--- config.mk ---
export PLATFORM = sky130hd
export DESIGN_NAME = interrupt_request_unit
export DESIGN_NICKNAME = d
export VERILOG_FILES = /design/src/rtl/interrupt_request_unit_pkg.sv /design/src/rtl/irq_sync_edge.sv /design/src/rtl/interrupt_request_unit.sv
export SDC_FILE = /design/constraint.sdc
export NUM_CORES = 1
export LEC_CHECK = 0
export ABC_AREA = 1
export ABC_CLOCK_PERIOD_IN_PS = 1100
export BUFFER_PORTS_ARGS = -buffer_cell sky130_fd_sc_hd__buf_2
export CAP_MARGIN = 20
export CORE_MARGIN = 8
export CORE_UTILIZATION = 45
export DETAILED_ROUTE_END_ITERATION = 7
export PLACE_DENSITY = 0.7
export SYNTH_ARGS = -nofsm -noshare
export SYNTH_HDL_FRONTEND = slang
export SYNTH_HIERARCHICAL = 1
export SYNTH_SLANG_ARGS = --single-unit
--- constraint.sdc ---
create_clock -name Clock -period 1.1 [get_ports Clock]
set_input_delay 0.165 -clock Clock [delete_from_list [all_inputs] [get_ports Clock]]
set_output_delay 0.165 -clock Clock [all_outputs]
set_load 0.005 [all_outputs]
--- src/rtl/interrupt_request_unit_pkg.sv ---
// Shared definitions for the interrupt request unit.
//   irsState_t          : FSM state codes (2-bit encoding)
//   TRUE / FALSE        : single-bit constants
//   EV_INT_0 / EV_INT_1 : exception vectors taken for interrupt IDs 0 and 1
//   irqIdToVector()     : maps the IID_Sync value to its exception vector
package interrupt_request_unit_pkg;

  typedef enum logic [1:0] {
    IRS_IDLE = 2'd0,
    IRS_REQ  = 2'd1,
    IRS_HOLD = 2'd2
  } irsState_t;

  localparam logic TRUE  = 1'b1;
  localparam logic FALSE = 1'b0;

  localparam logic [4:0] EV_INT_0 = 5'd16;
  localparam logic [4:0] EV_INT_1 = 5'd17;

  function automatic logic [4:0] irqIdToVector(input logic iid);
    return iid ? EV_INT_1 : EV_INT_0;
  endfunction

endpackage

--- src/rtl/irq_sync_edge.sv ---
// Single-line synchroniser plus rising-edge detector.
// Ports:
//   Clock   in  core clock
//   Reset   in  synchronous, active-high
//   AsyncIn in  asynchronous interrupt pin
//   Rise    out one-cycle pulse when the synchronised line goes 0 -> 1
module irq_sync_edge #(
  parameter int SYNC_STAGES = 2
) (
  input  logic Clock,
  input  logic Reset,
  input  logic AsyncIn,
  output logic Rise
);

  if (SYNC_STAGES < 2) begin : gBadSyncStages
    $error("irq_sync_edge: SYNC_STAGES must be at least 2");
  end

  logic [SYNC_STAGES-1:0] syncChain;
  logic                   syncPrev;

  always_ff @(posedge Clock) begin
    if (Reset) begin
      syncChain <= '0;
      syncPrev  <= 1'b0;
    end else begin
      syncChain <= {syncChain[SYNC_STAGES-2:0], AsyncIn};
      syncPrev  <= syncChain[SYNC_STAGES-1];
    end
  end

  assign Rise = syncChain[SYNC_STAGES-1] & ~syncPrev;

endmodule

--- src/rtl/interrupt_request_unit.sv ---
// Interrupt request unit: synchronises two external interrupt pins, latches
// rising edges as pending requests, arbitrates (line 1 wins) and holds a
// registered request/ID towards the exception controller until acknowledged.
// Ports:
//   Clock      in   core clock
//   Reset      in   synchronous, active-high
//   IRQ_Ext    in   [1:0] asynchronous interrupt pins
//   IntEnable  in   [1:0] per-line enable
//   IntAck     in   one-cycle acknowledge while requesting
//   OvrClear   in   clears IntOverrun
//   IRQ_Int    out  registered interrupt request
//   IID_Sync   out  registered ID of the requesting line
//   IntPending out  [1:0] pending flags
//   IntOverrun out  [1:0] sticky overrun flags
//
// state    | meaning
// IRS_IDLE | no request; waits for an enabled pending line
// IRS_REQ  | requesting with a frozen ID until ack or enable withdrawal
// IRS_HOLD | post-ack gap of HOLDOFF_CYCLES before the next request
module interrupt_request_unit
  import interrupt_request_unit_pkg::*;
#(
  parameter int SYNC_STAGES    = 2,
  parameter int HOLDOFF_CYCLES = 3
) (
  input  logic       Clock,
  input  logic       Reset,
  input  logic [1:0] IRQ_Ext,
  input  logic [1:0] IntEnable,
  input  logic       IntAck,
  input  logic       OvrClear,
  output logic       IRQ_Int,
  output logic       IID_Sync,
  output logic [1:0] IntPending,
  output logic [1:0] IntOverrun
);

  if (HOLDOFF_CYCLES < 1 || HOLDOFF_CYCLES > 15) begin : gBadHoldoff
    $error("interrupt_request_unit: HOLDOFF_CYCLES must be within 1..15");
  end

  localparam logic [3:0] HOLD_LOAD = 4'(HOLDOFF_CYCLES - 1);

  irsState_t  state, stateNext;
  logic       lockedId, lockedIdNext;
  logic [3:0] holdCnt, holdCntNext;
  logic [1:0] rise;
  logic [1:0] ackClear;
  logic [1:0] eligible;

  for (genvar n = 0; n < 2; n++) begin : gLine
    irq_sync_edge #(.SYNC_STAGES(SYNC_STAGES)) uSyncEdge (
      .Clock  (Clock),
      .Reset  (Reset),
      .AsyncIn(IRQ_Ext[n]),
      .Rise   (rise[n])
    );
  end

  // Only the line actually being acknowledged is cleared; a fresh edge on
  // that same line in the ack cycle re-sets it below.
  assign ackClear = (IntAck && state == IRS_REQ) ? (2'b01 << lockedId) : 2'b00;
  assign eligible = IntPending & IntEnable;

  always_ff @(posedge Clock) begin
    if (Reset) begin
      IntPending <= 2'b00;
      IntOverrun <= 2'b00;
    end else begin
      IntPending <= (IntPending & ~ackClear) | rise;
      IntOverrun <= (OvrClear ? 2'b00 : IntOverrun) | (rise & IntPending & ~ackClear);
    end
  end

  always_comb begin
    stateNext    = state;
    lockedIdNext = lockedId;
    holdCntNext  = holdCnt;
    case (state)
      IRS_IDLE: begin
        if (|eligible) begin
          stateNext    = IRS_REQ;
          lockedIdNext = eligible[1];
        end
      end
      IRS_REQ: begin
        // Ack wins over a same-cycle enable drop: the interrupt was taken.
        if (IntAck) begin
          stateNext   = IRS_HOLD;
          holdCntNext = HOLD_LOAD;
        end else if (!IntEnable[lockedId]) begin
          stateNext = IRS_IDLE;
        end
      end
      IRS_HOLD: begin
        if (holdCnt == 4'd0) begin
          stateNext = IRS_IDLE;
        end else begin
          holdCntNext = holdCnt - 4'd1;
        end
      end
      default: stateNext = IRS_IDLE;
    endcase
  end

  // IRQ_Int is decoded from the next state so it is a clean flop output
  // that tracks REQ exactly.
  always_ff @(posedge Clock) begin
    if (Reset) begin
      state    <= IRS_IDLE;
      lockedId <= 1'b0;
      holdCnt  <= 4'd0;
      IRQ_Int  <= FALSE;
    end else begin
      state    <= stateNext;
      lockedId <= lockedIdNext;
      holdCnt  <= holdCntNext;
      IRQ_Int  <= (stateNext == IRS_REQ) ? TRUE : FALSE;
    end
  end

  assign IID_Sync = lockedId;

endmodule

Word level (Yosys, flattened, before mapping)
Cells that the tools add are included.

storage, ports and cells
  flip-flop bits (word level) = 18
  logic and storage cells = 49
  output and inout bits = 6
  input bits = 8

operators by class
  shifts and indexed selects = 1
  reduce and logical (&&, ||, !) cells = 7
  bitwise logic cells = 11
  multiplexer cells = 13
  eq/ne operators = 5
  magnitude comparators = 1
  $add $sub $neg = 1

operators with widths
  cell                 number
  $mux 2               6
  $and 2x2->2          4
  $mux 4               2
  $pmux 4 s2           1
  $pmux 2 s3           1
  $eq 2x1->1 const B   2
  $logic_not 4->1      1
  $ne 2x2->1 const B   2
  $or 2x2->2           2
  $sub 4x1->4 const B  1
  $mux 1               3
  $reduce_and 3->1     1
  $and 1x1->1          2
  $eq 2x2->1 const B   1
  $logic_not 2->1      1
  $lt 1x2->1 const B   1
  $not 1->1            2
  $not 2->2            1
  $reduce_and 2->1     1
  $reduce_bool 2->1    1
  $reduce_or 2->1      1
  $shl 1x1->2 const A  1
  $logic_and 1x1->1    1

Logic depth before layout (Yosys ltp)
Gate-level depths: netlist of run 1.

  word-level depth = 7
  mapped depth = 8

By module
The synthesis of run 1 kept the hierarchy.

by module, submodules not included
  module                  sequential area each (um^2)  times used  area an instance (um^2)  cells each
  interrupt_request_unit  240.2                        1           549.3                    75
  irq_sync_edge           60.1                         2           86.3                     10

Worst setup path before layout of run 1
OpenSTA, ideal clock, no wires.

  path type = register to register
  start point = register holdCnt[0]
  end point = register holdCnt[3]
  slack = 1 ps
  stages on the path, launching flop included = 9
  arrival time = 984 ps
  cell sequence = dfxtp_1 inv_1 ha_1 nand2_1 nand2_4 nand2_4 nand3_1 nand2_1 nor2_1

between the ends
  cells in the longest elaborated chain, start to end = 3

RTL lines
  element                                                RTL line                                                    RTL
  start, declared                                        interrupt_request_unit.sv:46                                logic [3:0] holdCnt, holdCntNext;
  start signal, assigned                                 interrupt_request_unit.sv:117                               holdCnt <= holdCntNext;
  $sub 4x1->4 / $logic_not 4->1 (equally long branches)  interrupt_request_unit.sv:99, interrupt_request_unit.sv:96
  $mux 4 / $ne 2x2->1 (equally long branches)            --
  $pmux 4 s2 / $reduce_and 3->1 (equally long branches)  --

Parallel ways exist; a longest one is shown, timed or not. The select of a mux whose other input is x is not followed.
A chain may end at the register's enable or synchronous reset.

Worst setup path in the final report of run 1
  start point = register holdCnt[2]
  end point = register holdCnt[2]

Same word-level chain as after synthesis.

==> results of run 1 <==
[path summary, 6_finish.rpt]
check,startpoint,endpoint,slack [ns]
setup / recovery,holdCnt[2],holdCnt[2],0.04
hold reg to reg,gLine[0].uSyncEdge/syncChain[0],gLine[0].uSyncEdge/syncChain[1],0.41
hold / removal,IRQ_Ext[0],gLine[0].uSyncEdge/syncChain[0],0.06
setup reg to reg,holdCnt[2],holdCnt[2],0.04
[metal layers]
| metal | vias to the layer above | GRT usage, % | routed length [um] |
|---|---|---|---|
| met5 | - | 0 | 0 |
| met4 | 0 | 7.22 | 46 |
| met3 | 5 | 4.11 | 76 |
| met2 | 11 | 15.7 | 693 |
| met1 | 276 | 9.16 | 606 |
| li1 | 338 | - | - |
[registers in the layout, summed over array words and instances, names as in the netlist]
name	count
IntPending	2
state	2
IID_Sync	1
gLine.uSyncEdge/syncPrev	2
holdCnt	4
gLine.uSyncEdge/syncChain	4
IntOverrun	2
IRQ_Int	1
[placed cells by master (no fill, tap or decap), types with 2 or more instances in the layout]
cell type   n
nand2_1    17
nor2_2      2
buf_4       6
a21oi_2     2
nand3_1     5
dfxtp_1    15
dfxtp_2     3
nand3_2     2
inv_2       4
nand2_4     4
clkbuf_4    3
nor2_1     15
inv_1      10
a21oi_1    10
buf_2      13
[worst max-delay path, cell delays in order, from the launching register on]
cell and delay [ns]:
dfxtp_1 0.36, nor2_2 0.17, nand2_4 0.07, nand2_4 0.09, nand2_4 0.07, a21oi_1 0.14, nor2_1 0.05
[cell type report]
class,count,area (sq um)
multi-input cells,61,343
fillers,128,576
clock buffers,4,36.3
flip-flops and latches,18,364
repair buffers,19,110
well taps,16,20.0
inverters,15,57.6
[power groups by stage]
stage | combinational (mW) | clock, mW | sequential, mW
global route | 0.125 | 0.452 | 0.688
floorplan | 0.0581 | 0 | 0.698
detailed placement | 0.0971 | 0 | 0.699
CTS | 0.104 | 0.418 | 0.684
finish | 0.111 | 0.410 | 0.685
global placement | 0.0945 | 0 | 0.698
[logic make-up (layout without fill, tap and decap cells)]
logic type,Yosys count,count (layout),share of synthesized area (%)
and+or+nand+nor,48,48,30.8
AOI/OAI and AO/OA,12,12,8.84
DFF,18,18,49.9
adders and majority gates,1,1,1.73
buffers and inverters,16,38,8.66
[what timing repair did]
action | CTS | global route
setup endpoints to repair | 3 | 4
resized for setup | 3 | 12
pin swaps | 1 | 5
setup buffers | 1 | 1
==> reports/metrics.cfg, run 1 <==
[status]
outcome=completed

[timing]
worstMarginPinSlew_ns=0.239
rsz0062_at_grt=true
max-slew-margin-rel_pct=84.0
fin_crit_sh_pct=96.2
setup_tns_ns=0
finalHoldViolCount=0
fin_crit_ns=1.06
final-setup-viol-count=0
skew_ns=0.00162
holdWs_ns=0.0625
max_freq_mhz=945
slew_viol_final=0
worst_slack_ns=0.0421

[routing]
via_per_inst=4.74
routed_wl_um=1420
ant_nets=0
drc=0
dr.pass1.iters=6
drtIter0Drc=8
vias=630
post_drt_wl_per_cell_um=10.7

[setup_path]
path_max_fanout=5
critPathKind=flip-flop to flip-flop
r2r_cells=6
cp.required_ns=1.30
cp-end-kind=flip-flop
worstPathArrival_ns=1.26
start_kind=flip-flop

[finish]
antenna_cells=0
nets=127
fin_util_pct=61.8
syn2layout_area_growth_pct=28.9
drive_above_1_share_pct=38.5
layout.cells.non_filler=133
design_area_sq_um=931

[logic_synthesis]
ys_async_sr_fraction_pct=0
syn_inst=95
yosys_most_used_dff=dfxtp_1
ys_warn_count=6
ys_ff_latch=18
synth_edf_count=0
yosys.area.top_type=dfxtp_1
synth.distinct_cells=15
synth_nets=104
syn_area_sq_um=722
yosys-top-cells-area=dfxtp_1 (50%), nand2_1 (9.4%), nor2_1 (8.8%), a21oi_1 (7.6%), inv_1 (6.2%)
synth_top_area_share_pct=49.9
synth_top_cells_by_count=dfxtp_1 (18), nand2_1 (18), nor2_1 (17)
seq_area_frac_synth_pct=49.9
avgSynthCellArea_sq_um=7.60

[cts]
root_buffer=clkbuf_4
clock_path_buffers=2
htree_levels=1
cts_buffers=3
clkTransAtPathRegs_ns=0.10
cts_sinks=18
clock_latency_ns=0.30
cts-hold-fix-buffers=0
cts_tree=done

[die]
pin_count=14
die_h_um=56.1
dieWidth_um=56.1
initial_core_util_pct=47.9
coreArea_sq_um=1510
die-area_sq_um=3140
rows=14

[power]
pwr-share-comb_pct=9.2
switchingPower_mw=0.283
power.share.clock_pct=34.0
p_leak_nw=0.446
swShare_pct=23.5
p_seq_share_pct=56.8
ir_worst_vdd_uv=913
finalPower_mw=1.21
p_int_mw=0.923
power_density_nw_per_um2=1300

[grt]
grt_pass1_vias=642
grt_pass1_wl_um=2430
grt_max_degree=11
grt_overflow=0
track_usage_pct=9.54
antenna_found_initial=0

[placement]
dp.cells=127
port-buffer-count=13
pre_cts_slack_ns=-0.0383
hpwl_um=1020
placed_cell_area_sq_um=832
gp_congestion=0.761

[hold_path]
holdPathStages=3
hold_class=input port to flip-flop

[job]
maxCapViolCount=0

Note: power is estimated with default switching activity, not from simulation.
==> inputs of run 2 (changes only) <==
- ABC_AREA: 1 -> not set
==> run 2 against run 1 <==
The flow now finishes with violations (setup timing). Die area fell by 0.25%. Maximum frequency fell by 19%. Utilization rose by 1.4 points. Global-route usage rose by 0.19 points. Flip-flop and latch count did not move. Highest routed layer unchanged. Routed wire length rose by 2.5%.
==> reports/metrics.cfg, run 2 <==
[status]
outcome=finished, violations left  ; was completed
violations=setup timing

[timing]
final-setup-viol-count=3  ; was 0
worstMarginPinSlew_ns=0.265  ; was 0.239 ns
max_freq_mhz=762  ; was 945 MHz
holdWs_ns=0.0788  ; was 0.0625 ns
rsz0062_at_grt=true  ; unchanged
max-slew-margin-rel_pct=82.2  ; was 84.0%
fin_crit_ns=1.31  ; was 1.06 ns
worst_slack_ns=-0.213  ; was 0.0421 ns
finalHoldViolCount=0  ; unchanged
slew_viol_final=0  ; unchanged
fin_crit_sh_pct=119  ; was 96.2%
setup_tns_ns=-0.524  ; was 0 ns
skew_ns=0.00270  ; was 0.00162 ns

[cts]
root_buffer=clkbuf_4  ; unchanged
cts-hold-fix-buffers=0  ; unchanged
clock_path_buffers=2  ; unchanged
cts_tree=done  ; unchanged
htree_levels=1  ; unchanged
cts_buffers=3  ; unchanged
cts_sinks=18  ; unchanged
clkTransAtPathRegs_ns=0.10  ; about the same
clock_latency_ns=0.29  ; was 0.30 ns

[finish]
nets=111  ; was 127
syn2layout_area_growth_pct=32.3  ; was 28.9%
fin_util_pct=63.2  ; was 61.8%
final_cell_mix=dfxtp_1 (15), buf_2 (13), buf_4 (11)  ; was nand2_1 (17), dfxtp_1 (15), nor2_1 (15)
largestRegisters=gLine.uSyncEdge/syncChain x4, holdCnt x4  ; unchanged
design_area_sq_um=952  ; was 931 sq um
layout.cells.non_filler=117  ; was 133
drive_above_1_share_pct=42.6  ; was 38.5%
nFillCells=125  ; was 128
antenna_cells=0  ; unchanged
final_common_cell=dfxtp_1  ; was nand2_1

[routing]
dr.pass1.iters=4  ; was 6
wl_met3_um=81  ; was 76 um
vias=612  ; was 630
routed_wl_um=1460  ; was 1420 um
m1WireLength_um=699  ; was 606 um
drtIter0Drc=12  ; was 8
via_per_inst=5.23  ; was 4.74
post_drt_wl_per_cell_um=12.5  ; was 10.7 um
drc=0  ; unchanged
ant_nets=0  ; unchanged
met2WireLength_um=640  ; was 693 um
top_layer_used=met4  ; unchanged

[setup_path]
slowest_stage=or3b_4  ; was dfxtp_1
critPathKind=flip-flop to flip-flop  ; unchanged
crit_start=holdCnt[1]  ; was holdCnt[2]
path_max_fanout=4  ; was 5
worstPathArrival_ns=1.54  ; was 1.26 ns
path_cells=inv_2 -> ha_4 -> or3b_4 -> a31o_1 -> a31oi_1  ; was nor2_2 -> nand2_4 -> nand2_4 -> nand2_4 -> a21oi_1 -> nor2_1
cp-end-kind=flip-flop  ; unchanged
cp.required_ns=1.32  ; was 1.30 ns
start_kind=flip-flop  ; unchanged
max_stage_delay_ns=0.39  ; was 0.36 ns
r2r_start=holdCnt[1]  ; was holdCnt[2]

[logic_synthesis]
syn_inst=75  ; was 95
ys_ff_latch=18  ; unchanged
avgSynthCellArea_sq_um=9.59  ; was 7.60 sq um
ys_warn_count=6  ; unchanged
yosys_most_used_dff=dfxtp_1  ; unchanged
post-synth-top-count-cell=dfxtp_1
synth_nets=84  ; was 104
seq_area_frac_synth_pct=50.1  ; was 49.9%
yosys.area.top_type=dfxtp_1  ; unchanged
yosys-top-cells-area=dfxtp_1 (50%), a21oi_1 (6.3%), nor2b_1 (5.2%), nand2b_1 (4.3%), nand3_1 (3.5%)  ; was dfxtp_1 (50%), nand2_1 (9.4%), nor2_1 (8.8%), a21oi_1 (7.6%), inv_1 (6.2%)
synth_top_area_share_pct=50.1  ; was 49.9%
synth_top_cells_by_count=dfxtp_1 (18), a21oi_1 (9), nor2b_1 (6)  ; was dfxtp_1 (18), nand2_1 (18), nor2_1 (17)
syn_area_sq_um=719  ; was 722 sq um
synth.distinct_cells=27  ; was 15
ys_async_sr_fraction_pct=0  ; unchanged
synth_edf_count=0  ; unchanged

[power]
ir_worst_vdd_uv=803  ; was 913 uV
power_density_nw_per_um2=1240  ; was 1300 nW/um^2
p_leak_nw=0.384  ; was 0.446 nW
finalPower_mw=1.18  ; was 1.21 mW

[placement]
pre_cts_slack_ns=-0.199  ; was -0.0383 ns
placed_cell_area_sq_um=865  ; was 832 sq um
port-buffer-count=13  ; unchanged
hpwl_um=1040  ; was 1020 um
dp.cells=110  ; was 127
gp_congestion=0.789  ; was 0.761

[die]
dieWidth_um=56.0  ; was 56.1 um
die_h_um=56.0  ; was 56.1 um
initial_core_util_pct=47.8  ; was 47.9%
rows=14  ; unchanged
die-area_sq_um=3130  ; was 3140 sq um
pin_count=14  ; unchanged
coreArea_sq_um=1510  ; unchanged

[grt]
grt_pass1_vias=574  ; was 642
grt_pass1_wl_um=2510  ; was 2430 um
grt_overflow=0  ; unchanged
track_usage_pct=9.73  ; was 9.54%
grt_max_degree=17  ; was 11
antenna_found_initial=0  ; unchanged

[hold_path]
hold_class=input port to flip-flop  ; unchanged
hold_start=IRQ_Ext[0]  ; unchanged

[job]
maxCapViolCount=0  ; unchanged

==> run 2: changes by cell type in the layout (fill, tap and decap cells not counted), moves of 3 or more <==
cell / before / now
nand2_1: 17 / 2
a21oi_1: 10 / 7
inv_1: 10 / 1
nor2_1: 15 / 3
nand2b_1: 0 / 5
nand2_4: 4 / 0
nor2b_1: 0 / 6
nor3_1: 0 / 3
buf_4: 6 / 11
==> run 2: layer usage <==
layer / up-vias / global-route usage, %
met2: 13 / 14.9
met1: 280 / 10.9
li1: 315 / -
met3: 4 / 3.88
met4: 0 / 6.19
met5: - / 0
==> run 2: area by class of cell <==
type / count / area, sq um / area share [%]
inverters: 3 / 11.3 / 1.18
clock buffers: 4 / 36.3 / 3.81
well taps: 16 / 20.0 / 2.10
flip-flops and latches: 18 / 364 / 38.2
repair buffers: 24 / 148 / 15.5
multi-input cells: 52 / 373 / 39.2
==> run 2: worst max-delay path, delay by kind of cell, from the launching register on <==
kind            cells  cell delay, ns
simple gates        1            0.39
flops               1            0.33
compound gates      2            0.31
fa+ha+maj           1            0.13
buf+inv             1            0.08
==> run 2: what timing repair did <==
action / in CTS / in global routing
resized for setup: 2 / 6
setup endpoints to repair: 3 / 5
setup buffers: 2 / 2
pin swaps: 2 / 2
==> run 2: worst paths after layout <==
check	end	slack, ns	cells after the start
hold reg to reg	gLine[1].uSyncEdge/syncChain[1]	0.45	1
setup reg to reg	holdCnt[1]	-0.21	5
hold / removal	gLine[0].uSyncEdge/syncChain[0]	0.08	2
setup / recovery	holdCnt[1]	-0.21	5
==> run 2: power by group <==
part	switching (mW)	internal (mW)
Clock	0.199	0.202
Combinational	0.0450	0.0499
Sequential	0.0118	0.671
Total	0.256	0.922
==> run 2: kinds of logic (layout without fill, tap and decap cells) <==
logic type,Yosys count,in the layout,synth area share [%]
fa+ha+maj,1,1,1.74
compound gates,17,17,14.8
simple gates,33,33,28.3
buf+inv,5,31,3.65
flops,18,18,50.1
mux,1,1,1.39
==> inputs of run 3 (changes only) <==
- ABC_CLOCK_PERIOD_IN_PS: 1100 -> 1520
- CTS_CLUSTER_DIAMETER: not set -> 30
- PLACE_DENSITY: 0.7 -> 0.67
- SLEW_MARGIN: not set -> 15
- clock period: 1.1 -> 1.52 ns (I/O delays scaled with it)
==> run 3 against run 2 <==
The flow now finishes without violations. Total power shrank 29%. Routed wire length shrank 13%. Global-route usage shrank 0.84 points. Utilization shrank 8.2 points. Cell count shrank 9.4%. Largest power group unchanged.
==> reports/metrics.cfg, run 3 (synthesis results as in run 2) <==
[placement]
hpwl_um=929  ; was 1040 um
placed_cell_area_sq_um=790  ; was 865 sq um
gp_congestion=0.857  ; was 0.789
port-buffer-count=13  ; unchanged

[finish]
drive_above_1_share_pct=24.4  ; was 42.6%
seq_area_sq_um=360  ; was 364 sq um
nets=100  ; was 111
largestRegisters=gLine.uSyncEdge/syncChain x4, holdCnt x4  ; unchanged
final_common_cell=dfxtp_1  ; unchanged
antenna_cells=0  ; unchanged
nFillCells=140  ; was 125
final_cell_mix=dfxtp_1 (18), buf_2 (13), a21oi_1 (9)  ; was dfxtp_1 (15), buf_2 (13), buf_4 (11)
syn2layout_area_growth_pct=15.1  ; was 32.3%
design_area_sq_um=828  ; was 952 sq um
multi_input_area_sq_um=335  ; was 373 sq um

[routing]
via_per_inst=5.25  ; was 5.23
routed_wl_um=1270  ; was 1460 um
drc=0  ; unchanged
drtIter0Drc=9  ; was 12
dr.pass1.iters=4  ; unchanged
vias=557  ; was 612
ant_nets=0  ; unchanged
post_drt_wl_per_cell_um=12.0  ; was 12.5 um

[timing]
setup_tns_ns=0  ; was -0.524 ns
fin_crit_ns=1.46  ; was 1.31 ns
fin_crit_sh_pct=96.0  ; was 119%
rsz0062_at_grt=false  ; was true
skew_ns=0.00585  ; was 0.00270 ns
worstMarginPinSlew_ns=0.279  ; was 0.265 ns
finalHoldViolCount=0  ; unchanged
max-slew-margin-rel_pct=81.4  ; was 82.2%
final-setup-viol-count=0  ; was 3
slew_viol_final=0  ; unchanged
max_freq_mhz=685  ; was 762 MHz

[setup_path]
critPathKind=flip-flop to flip-flop  ; unchanged
worstPathArrival_ns=1.68  ; was 1.54 ns
r2r_cells=5  ; unchanged
cp-end-kind=flip-flop  ; unchanged
cp.required_ns=1.74  ; was 1.32 ns
path_buf_inv=1  ; unchanged
r2r_start=holdCnt[0]  ; was holdCnt[1]
worstReg2RegEnd=holdCnt[1]  ; unchanged
r2r_slack_ns=0.06  ; was -0.21 ns
critical_path_depth=5  ; unchanged
start_kind=flip-flop  ; unchanged
path_max_fanout=4  ; unchanged
path_delay_family=simple AND/OR/NAND/NOR gates  ; unchanged
max_stage_delay_ns=0.40  ; was 0.39 ns
path_cells=inv_1 -> ha_2 -> or3b_4 -> a31o_1 -> a31oi_1  ; was inv_2 -> ha_4 -> or3b_4 -> a31o_1 -> a31oi_1
slowest_stage=or3b_4  ; unchanged

[status]
outcome=completed  ; was finished, violations left

[grt]
grt_max_degree=17  ; unchanged
grt_overflow=0  ; unchanged
grt_pass1_vias=528  ; was 574
track_usage_pct=8.89  ; was 9.73%
antenna_found_initial=0  ; unchanged
grt_pass1_wl_um=2260  ; was 2510 um

[hold_path]
hold_class=input port to flip-flop  ; unchanged
holdPathStages=2  ; unchanged
hold_end=gLine[1].uSyncEdge/syncChain[0]  ; was gLine[0].uSyncEdge/syncChain[0]
hold_start=IRQ_Ext[1]  ; was IRQ_Ext[0]

[cts]
postCtsSetupRepairBufs=0  ; was 2
cts_sinks=18  ; unchanged
root_buffer=clkbuf_4  ; unchanged
htree_levels=1  ; unchanged
cts_tree=done  ; unchanged
clkTransAtPathRegs_ns=0.09  ; was 0.10 ns
cts_buffers=3  ; unchanged
clock_latency_ns=0.29  ; about the same
clock_path_buffers=2  ; unchanged

[power]
ir_worst_vdd_uv=745  ; was 803 uV
power_density_nw_per_um2=1010  ; was 1240 nW/um^2
p_leak_nw=0.327  ; was 0.384 nW

[die]
dieWidth_um=56.0  ; unchanged
die-area_sq_um=3130  ; unchanged
rows=14  ; unchanged
initial_core_util_pct=47.8  ; unchanged
pin_count=14  ; unchanged
die_h_um=56.0  ; unchanged
coreArea_sq_um=1510  ; unchanged

[job]
maxCapViolCount=0  ; unchanged

-- run 3: cell types whose count changed in the layout (fill, tap and decap cells not counted), moves of 2 or more --
cell / change
inv_2: -2
dfxtp_1: +3
a21oi_1: +2
buf_4: -11
a21oi_2: -2
inv_1: +2
dfxtp_2: -3
-- run 3: worst reg2reg max path, stage by stage, from the launching register on --
cell and delay (ns):
dfxtp_1 0.33, inv_1 0.10, ha_2 0.21, or3b_4 0.40, a31o_1 0.23, a31oi_1 0.13
-- run 3: power breakdown --
group          internal, mW  total, mW  switching [mW]
logic                0.0295     0.0567          0.0272
clock network         0.146      0.287           0.141
registers             0.485      0.496          0.0104
total                 0.661      0.839           0.178
-- run 3: per-stage QoR --
step	worst slack (ns)	total power, mW	util, %	cells	hold WS, ns
2_1_floorplan	0.163	0.540	-	75	0.300
3_3_place_gp	0.140	0.561	52.4	102	0.418
3_5_place_dp	0.0569	0.563	52.4	102	0.430
4_1_cts	0.0331	0.848	54.8	106	0.139
5_1_grt	0.00130	0.883	55.0	106	0.127
6_report	0.0612	0.839	55.0	106	0.144
-- run 3: how the worst max path moves through the flow --
stage | from | to | slack (ns)
floorplan | holdCnt[0] | holdCnt[1] | 0.16
global placement | holdCnt[0] | holdCnt[1] | 0.14
detailed placement | holdCnt[0] | holdCnt[1] | 0.06
CTS | holdCnt[0] | holdCnt[1] | 0.03
global route | holdCnt[0] | holdCnt[1] | 0.001
finish | holdCnt[0] | holdCnt[1] | 0.06
-- run 3: routing by layer --
metal,up-vias,GRT usage [%],wire length (um)
met2,20,13.2,509
met4,0,5.15,29
li1,291,-,-
met1,241,9.52,612
met5,-,0,0
met3,5,5.25,115
-- run 3: layout make-up --
cell class | count | area share [%]
clock buffer | 4 | 4.38
inverter | 3 | 1.36
tap | 16 | 2.42
sequential | 18 | 43.5
timing repair buffer | 13 | 7.85
multi-input combinational | 52 | 40.5
-- run 3: repair_timing --
| action | CTS | global route |
|---|---|---|
| setup endpoints to repair | 0 | 1 |
| hold endpoints to repair | 0 | 0 |
| hold buffers | 0 | 0 |
| resized for setup | 0 | 1 |
